File: config.mk
export PLATFORM = sky130hd
export DESIGN_NAME = io_input_conditioner
export DESIGN_NICKNAME = d
export VERILOG_FILES = /design/src/rtl/io_pkg.sv /design/src/rtl/sync_2ff.sv /design/src/rtl/io_input_conditioner.sv
export SDC_FILE = /design/constraint.sdc
export NUM_CORES = 1
export LEC_CHECK = 0
export ABC_CLOCK_PERIOD_IN_PS = 1900
export CAP_MARGIN = 5
export CORE_MARGIN = 4
export CORE_UTILIZATION = 45
export DETAILED_ROUTE_END_ITERATION = 8
export PLACE_DENSITY = 0.74
export RECOVER_POWER = 25
export SLEW_MARGIN = 10
export SYNTH_ARGS = -nofsm -noshare
export SYNTH_HDL_FRONTEND = slang
export SYNTH_SLANG_ARGS = --single-unit
File: constraint.sdc
create_clock -name clk -period 1.9 [get_ports clk]
set_clock_uncertainty 0.15 [all_clocks]
set_input_delay 0.475 -clock clk [delete_from_list [all_inputs] [get_ports clk]]
set_output_delay 0.475 -clock clk [all_outputs]
set_load 0.01 [all_outputs]
File: src/rtl/io_pkg.sv
// Shared definitions for the board input path: debounce FSM encodings and
// the MMIO addresses served by the switch read block.
package io_pkg;

  // Legacy state encodings, kept so existing decode logic can compare raw bits.
  localparam logic [1:0] ST_IDLE      = 2'd0;
  localparam logic [1:0] ST_PRESS_CHK = 2'd1;
  localparam logic [1:0] ST_HELD      = 2'd2;
  localparam logic [1:0] ST_REL_CHK   = 2'd3;

  typedef enum logic [1:0] {
    DB_IDLE      = ST_IDLE,
    DB_PRESS_CHK = ST_PRESS_CHK,
    DB_HELD      = ST_HELD,
    DB_REL_CHK   = ST_REL_CHK
  } db_state_t;

  // MMIO map of the input block.
  localparam logic [31:0] CONFIRM_ADDR = 32'hffff_ff00;
  localparam logic [31:0] SW_ADDR      = 32'hffff_fff1; // switches [7:0]
  localparam logic [31:0] SW_HI_ADDR   = 32'hffff_fff2; // switches [15:8]

endpackage

File: src/rtl/sync_2ff.sv
// Two-flop synchronizer for asynchronous board inputs, parameterized width.
module sync_2ff #(
  parameter int unsigned WIDTH = 1
) (
  input  logic             clk,
  input  logic             rst,
  input  logic [WIDTH-1:0] d,
  output logic [WIDTH-1:0] q
);

  logic [WIDTH-1:0] meta;

  // Two register stages; the first may go metastable, the second is safe to use.
  always_ff @(posedge clk) begin
    if (!rst) begin
      meta <= '0;
      q    <= '0;
    end else begin
      meta <= d;
      q    <= meta;
    end
  end

endmodule

File: src/rtl/io_input_conditioner.sv
// Board input conditioner: synchronizes switches and the confirm button,
// debounces the button, and keeps a sticky confirmation flag for the CPU.
module io_input_conditioner
  import io_pkg::*;
#(
  parameter int unsigned DEBOUNCE_CYCLES = 2000000
) (
  input  logic        clk,
  input  logic        rst,
  input  logic        btn_raw,
  input  logic [15:0] sw_raw,
  input  logic        confirm_ack,
  output logic [15:0] sw_sync,
  output logic        confirmation,
  output logic        btn_level,
  output logic        press_pulse
);

  localparam int unsigned CW = $clog2(DEBOUNCE_CYCLES + 1);
  localparam logic [CW-1:0] CNT_LAST = CW'(DEBOUNCE_CYCLES - 1);

  logic [16:0]   sync_q;
  logic          btn_s;
  db_state_t     state;
  logic [CW-1:0] cnt;
  logic          press_set;

  sync_2ff #(.WIDTH(17)) u_sync (
    .clk (clk),
    .rst (rst),
    .d   ({btn_raw, sw_raw}),
    .q   (sync_q)
  );

  assign sw_sync = sync_q[15:0];
  assign btn_s   = sync_q[16];

  // Press accepted on the edge that moves PRESS_CHK into HELD.
  always_comb begin
    press_set = (state == DB_PRESS_CHK) && btn_s && (cnt == CNT_LAST);
  end

  // Debounce FSM: both edges need DEBOUNCE_CYCLES stable samples; counter
  // is cleared on every state entry so it never wraps.
  always_ff @(posedge clk) begin
    if (!rst) begin
      state       <= DB_IDLE;
      cnt         <= '0;
      press_pulse <= 1'b0;
    end else begin
      press_pulse <= press_set;
      unique case (state)
        DB_IDLE: begin
          if (btn_s) begin
            state <= DB_PRESS_CHK;
            cnt   <= '0;
          end
        end
        DB_PRESS_CHK: begin
          if (!btn_s) begin
            state <= DB_IDLE;
            cnt   <= '0;
          end else if (cnt == CNT_LAST) begin
            state <= DB_HELD;
            cnt   <= '0;
          end else begin
            cnt <= cnt + 1'b1;
          end
        end
        DB_HELD: begin
          if (!btn_s) begin
            state <= DB_REL_CHK;
            cnt   <= '0;
          end
        end
        DB_REL_CHK: begin
          if (btn_s) begin
            state <= DB_HELD;
            cnt   <= '0;
          end else if (cnt == CNT_LAST) begin
            state <= DB_IDLE;
            cnt   <= '0;
          end else begin
            cnt <= cnt + 1'b1;
          end
        end
        default: begin
          state <= DB_IDLE;
          cnt   <= '0;
        end
      endcase
    end
  end

  // Debounced level covers the whole held period including release checking.
  always_comb begin
    btn_level = (state == DB_HELD) || (state == DB_REL_CHK);
  end

  // Sticky confirmation: set together with press_pulse and held through the
  // pulse cycle, so an ack landing on the pulse cannot swallow the press.
  always_ff @(posedge clk) begin
    if (!rst) begin
      confirmation <= 1'b0;
    end else if (press_set || press_pulse) begin
      confirmation <= 1'b1;
    end else if (confirm_ack) begin
      confirmation <= 1'b0;
    end
  end

endmodule

# Yosys cells after proc, flatten, opt, wreduce, memory -nomap -nowiden
# Index checks and enable logic that the tools add are counted.
[word_totals]
ff_bits = 59
input_bits = 20
out_inout_bits = 19
wordCells = 38
[classes]
add_sub_neg = 1
eq_ne = 8
n_mux = 15
n_reduce_logical = 8
[ops]
columns = ["operator", "count"]
rows = [
  ["$mux 21", 5],
  ["$pmux 21 s4", 1],
  ["$add 21x1->21 const B", 1],
  ["$eq 21x21->1 const B", 1],
  ["$mux 2", 6],
  ["$pmux 2 s4", 1],
  ["$eq 2x2->1 const B", 2],
  ["$reduce_and 4->1", 1],
  ["$ne 3x2->1 const B", 1],
  ["$ne 3x3->1 const B", 1],
  ["$eq 2x1->1 const B", 1],
  ["$logic_and 1x1->1", 2],
  ["$logic_not 2->1", 1],
  ["$logic_or 1x1->1", 2],
  ["$mux 1", 2],
  ["$ne 2x1->1 const B", 1],
  ["$ne 2x2->1 const B", 1],
  ["$reduce_and 2->1", 1],
  ["$reduce_bool 2->1", 1],
]

# Longest topological paths before layout
[logic_depth]
depth_word = 5
mapped_depth = 8
mapped_depth_nobuf = 6

# Modules after synthesis
# A second synthesis with hierarchy kept.
[unflattened]
cells_unflattened = 226
area_unflattened_um2 = 2277.2
[by_module_without_submodules]
columns = ["module", "instances", "cells_per_inst", "area_per_inst_um2", "seq_area_each_um2"]
rows = [
  ["io_input_conditioner", 1, 155, 1326.3, 500.5],
  ["sync_2ff", 1, 71, 950.9, 680.7],
]

# Worst setup path before layout
# Ideal clock, no wire load.
[synth_timing]
path_kind = "reg-to-reg"
start = "register cnt[9]"
end = "register cnt[20]"
setup_ps = 122
t_arrival_ps = 1759
t_required_ps = 1628
path_slack_ps = -131
path_stages_with_launch = 7
path_buffers = 1
period_less_slack_ps = 2031
path_cell_list = "dfxtp_1 -> or4b_4 -> nor4b_4 -> a21oi_2 -> buf_6 -> and3_1 -> a221o_1"
[synth_via]
elab_chain_cells = 4
word_cells_on_any_way = 6
cone_classes = "add/sub (1); eq/ne (1); mux (4)"
[synth_rtl]
columns = ["item", "line_no", "source"]
rows = [
  ["start, declared", "io_input_conditioner.sv:25", "logic [CW-1:0] cnt;"],
  ["start signal, assigned", "io_input_conditioner.sv:67", "cnt <= cnt + 1'b1;"],
  ["start signal, assigned", "io_input_conditioner.sv:84", "cnt <= cnt + 1'b1;"],
  ["$add 21x1->21 or $eq 21x21->1 (tied branches)", "n/a", ""],
  ["$mux 21 (*)", "io_input_conditioner.sv:63, io_input_conditioner.sv:80", ""],
  ["$mux 21, on equally long branches", "io_input_conditioner.sv:77, io_input_conditioner.sv:60", ""],
  ["$pmux 21 s4 (*)", "io_input_conditioner.sv:52", "unique case (state)"],
]
# Mark *: on every way between the ends. The rest lies on a longest branch, timed or not.
# A chain may end at the register's enable or synchronous reset.

# Worst setup path after layout
[layout_timing]
start = "register cnt[9]"
end = "register cnt[18]"
# The elaborated chain is that of the path after synthesis.

==> metrics.md <==
| Metric | Value |
|---|---|
| Total Routing Usage GR | `16.3%` |
| Slowest stage delay, CP | `0.54 ns` |
| Die height | `80.3 um` |
| Post-Place Setup Slack | `-0.179 ns` |
| Dpl cell area | `0.00292 mm2` |
| Fin cells | `382` |
| Drt via density | `5.02` |
| Min Tclk post-route | `2.06 ns` |
| Flop pwr share | `47.5%` |
| Setup Viol. Count Final | `17` |
| Fill cells | `437` |
| Setup Crit Path Kind | `register to register` |
| IO Port Bufs | `38` |
| Hold-fix buffers at CTS | `0` |
| PD cells | `830 mW/mm2` |
| CP delay by family, top | `simple AND/OR/NAND/NOR gates` |
| CP cell instances | `or4b_4 -> nor4b_4 -> a21oi_2 -> buf_12 -> and3_1 -> a221o_1` |
| Met2 wire length | `2540 um` |
| Number of diodes | `0` |
| WP buf/inv | `1` |
| WL final | `5060 um` |
| Critical path's slowest cell | `or4b_4` |
| Gpl congestion | `0.875` |
| Worst-path fanout max | `13` |
| Clock transition at path regs | `0.07 ns` |
| Placed Cells | `366` |
| Part of the power in the clock network | `47.5%` |
| Largest net degree at the start of global routing | `38` |
| Type of the worst min-delay path | `register to register` |
| CTS Root Cell | `clkbuf_8` |
| H-Tree Depth | `3` |
| Layout Nets | `328` |
| Layout cells sized above 1 | `24.7%` |
| Most frequent cells in the layout | `58 x dfxtp_1, 38 x and2_1, 36 x clkdlybuf4s50_1` |
| Multiplexer area fraction after synthesis | `0.852%` |
| Final hold slack | `0.281 ns` |
| Final TNS setup | `-1.34 ns` |
| Max cap viols | `0` |
| Comb pwr share | `5.0%` |
| Cells after Synth | `252` |
| Vias in the first global route | `1830` |
| Post-synthesis compound-gate area fraction | `10.5%` |
| Setup repair after global routing missed its margin | `true` |
| Final hold violation count | `0` |
| Pleak | `0.00127 uW` |
| Final HPWL DP | `3320 um` |
| Top layer in use | `met4` |
| I/O pin cnt | `39` |
| Arrival @ worst endpoint | `2.14 ns` |
| Mapped cell area | `0.00235 mm2` |
| Antenna-violating nets left | `0` |
| VDD IR max | `496 uV` |
| Antenna violations before repair | `0` |
| Status | `finished with violations` |
| Distinct cells, synth | `42` |
| Register bit count reported by yosys | `59` |
| XOR/XNOR share of the synthesized area | `0.745%` |
| Setup crit end kind | `register` |
| Clock Path Buffers | `2` |
| Fin. max-slew vios | `0` |
| Cell row count | `26` |
| Critical Path RT | `1.98 ns` |
| Gr ovfl total | `0` |
| Syn nets | `273` |
| Synth Area in Adders | `0.532%` |
| Sw Ratio | `20.9%` |
| Die outline area | `0.00644 mm2` |
| Routed length per placed instance | `13.3 um` |
| 1st-pass router iterations | `5` |
| CTS tree | `built` |
| Int Pwr | `2130 uW` |
| Failing checks | `negative setup slack` |
| Global-route wire length before repair | `8060 um` |
| Simple-gate area share of the yosys netlist | `28.9%` |
| Via count | `1918` |
| Headroom to the max-slew limit | `65.4%` |
| Seq/Total Area, Yosys | `50.3%` |
| Die width | `80.3 um` |
| CTS Buf Count | `9` |
| Setup WS post-layout | `-0.159 ns` |
| Met3 wire length | `292 um` |
| CP Launch Type | `register` |
| Sink Count | `59` |
| Later-pin clock latency in the skew report | `0.34 ns` |
| Area Growth Syn to Fin | `38.1%` |
| M1 WL | `2070 um` |
| Commonest non-fill, non-tap cell in the layout | `dfxtp_1` |
| DRC errors left | `0` |
| Core box area | `0.00507 mm2` |
| Net switching power | `564 uW` |
| Avg Inst Size Synth | `9.32 um2` |
| Max frequency | `486 MHz` |
| Final instance area | `0.00325 mm2` |
| Iter 0 DRT Violations | `78` |
| Period utilization | `108%` |
| Main combinational cell family by area after synthesis | `simple AND/OR/NAND/NOR gates` |
| Synth Warn # | `0` |
| Worst slew pin tran | `0.519 ns` |
| Initial Util | `46.3%` |
cell type report:
class,instances,area (um2),area share (%)
Timing Repair Buffer,72,648,20.0
Tap cell,70,87.6,2.70
Clock inverter,6,87.6,2.70
Inverter,4,15.0,0.463
Clock buffer,10,138,4.24
Sequential cell,59,1180,36.4
Multi-Input combinational cell,161,1090,33.5
final timing paths:
check	startpoint	end	slack [ns]	depth (start not counted)
setup / recovery	cnt[9]	cnt[18]	-0.16	6
hold / removal	u_sync.meta[16]	u_sync.q[16]	0.28	1
setup reg to reg	cnt[9]	cnt[18]	-0.16	6
hold reg to reg	u_sync.meta[16]	u_sync.q[16]	0.28	1
layer usage:
layer	vias up	track usage (%)
met4	0	11.3
met2	59	26.5
li1	962	-
met5	-	0
met3	19	4.48
met1	878	18.3
registers in the layout (all words and copies together) (netlist names), named ones only:
signal        cells
u_sync.meta      17
state             1
confirmation      1
cnt              21
press_pulse       1
u_sync.q         17
cells in the mapped netlist (all sizes together):
library cell	instances	share of area, %
nor4	4	1.1
a32oi	1	0.37
and2	38	10
o2bb2ai	1	0.37
and3	5	1.3
nor2	12	1.9
dfxtp	59	50
o21a	1	0.32
nor3b	3	0.96
nor4b	1	1.0
a41oi	1	0.37
or2	2	0.53
xnor2	1	0.37
ha	1	0.53
o31a	1	0.37
inv	4	0.64
or3	1	0.27
a31oi	7	1.9
o21ai	6	1.3
nand4	6	1.6
mux2i	2	0.85
nor3	3	0.64
nand3	13	2.8
buf	20	6.3
nor2b	5	1.3
or4b	1	0.59
and4bb	1	0.53
o211ai	2	0.64
a22o	1	0.37
o211a	1	0.43
a22oi	1	0.32
nand2b	2	0.53
nand3b	1	0.32
xor2	1	0.37
clkbuf	8	1.3
or4	1	0.32
a21oi	13	2.9
nand2	19	3.0
a221o	2	0.85
power by group through the flow:
| stage | clock network, uW | registers, uW | logic (uW) |
|---|---|---|---|
| after floorplan | 0 | 1300 | 72.6 |
| after global placement | 0 | 1310 | 130 |
| after CTS | 1320 | 1280 | 135 |
| after detailed placement | 0 | 1310 | 132 |
| final | 1280 | 1280 | 136 |
| after global routing | 1360 | 1280 | 148 |
repair_timing:
item	in CTS	in global routing
gates resized for setup	11	16
pin swaps	4	3
endpoints found under the setup margin	21	22
setup buffers	0	0
kinds of logic (layout without fill, tap and decap cells):
kind of cell / count (synthesis) / after routing
simple gates: 118 / 118
flops: 59 / 59
compound gates: 38 / 38
buf+inv: 32 / 92
xor+xnor: 2 / 2
mux: 2 / 2
fa+ha+maj: 1 / 1
stage by stage:
stage	utilization, %	total power (uW)
3_5_place_dp	57.5	1440
3_3_place_gp	57.5	1440
2_1_floorplan	-	1380
4_1_cts	62.7	2730
6_report	64.0	2690
5_1_grt	64.0	2790
No activity file was read; power rests on OpenSTA's default activity.
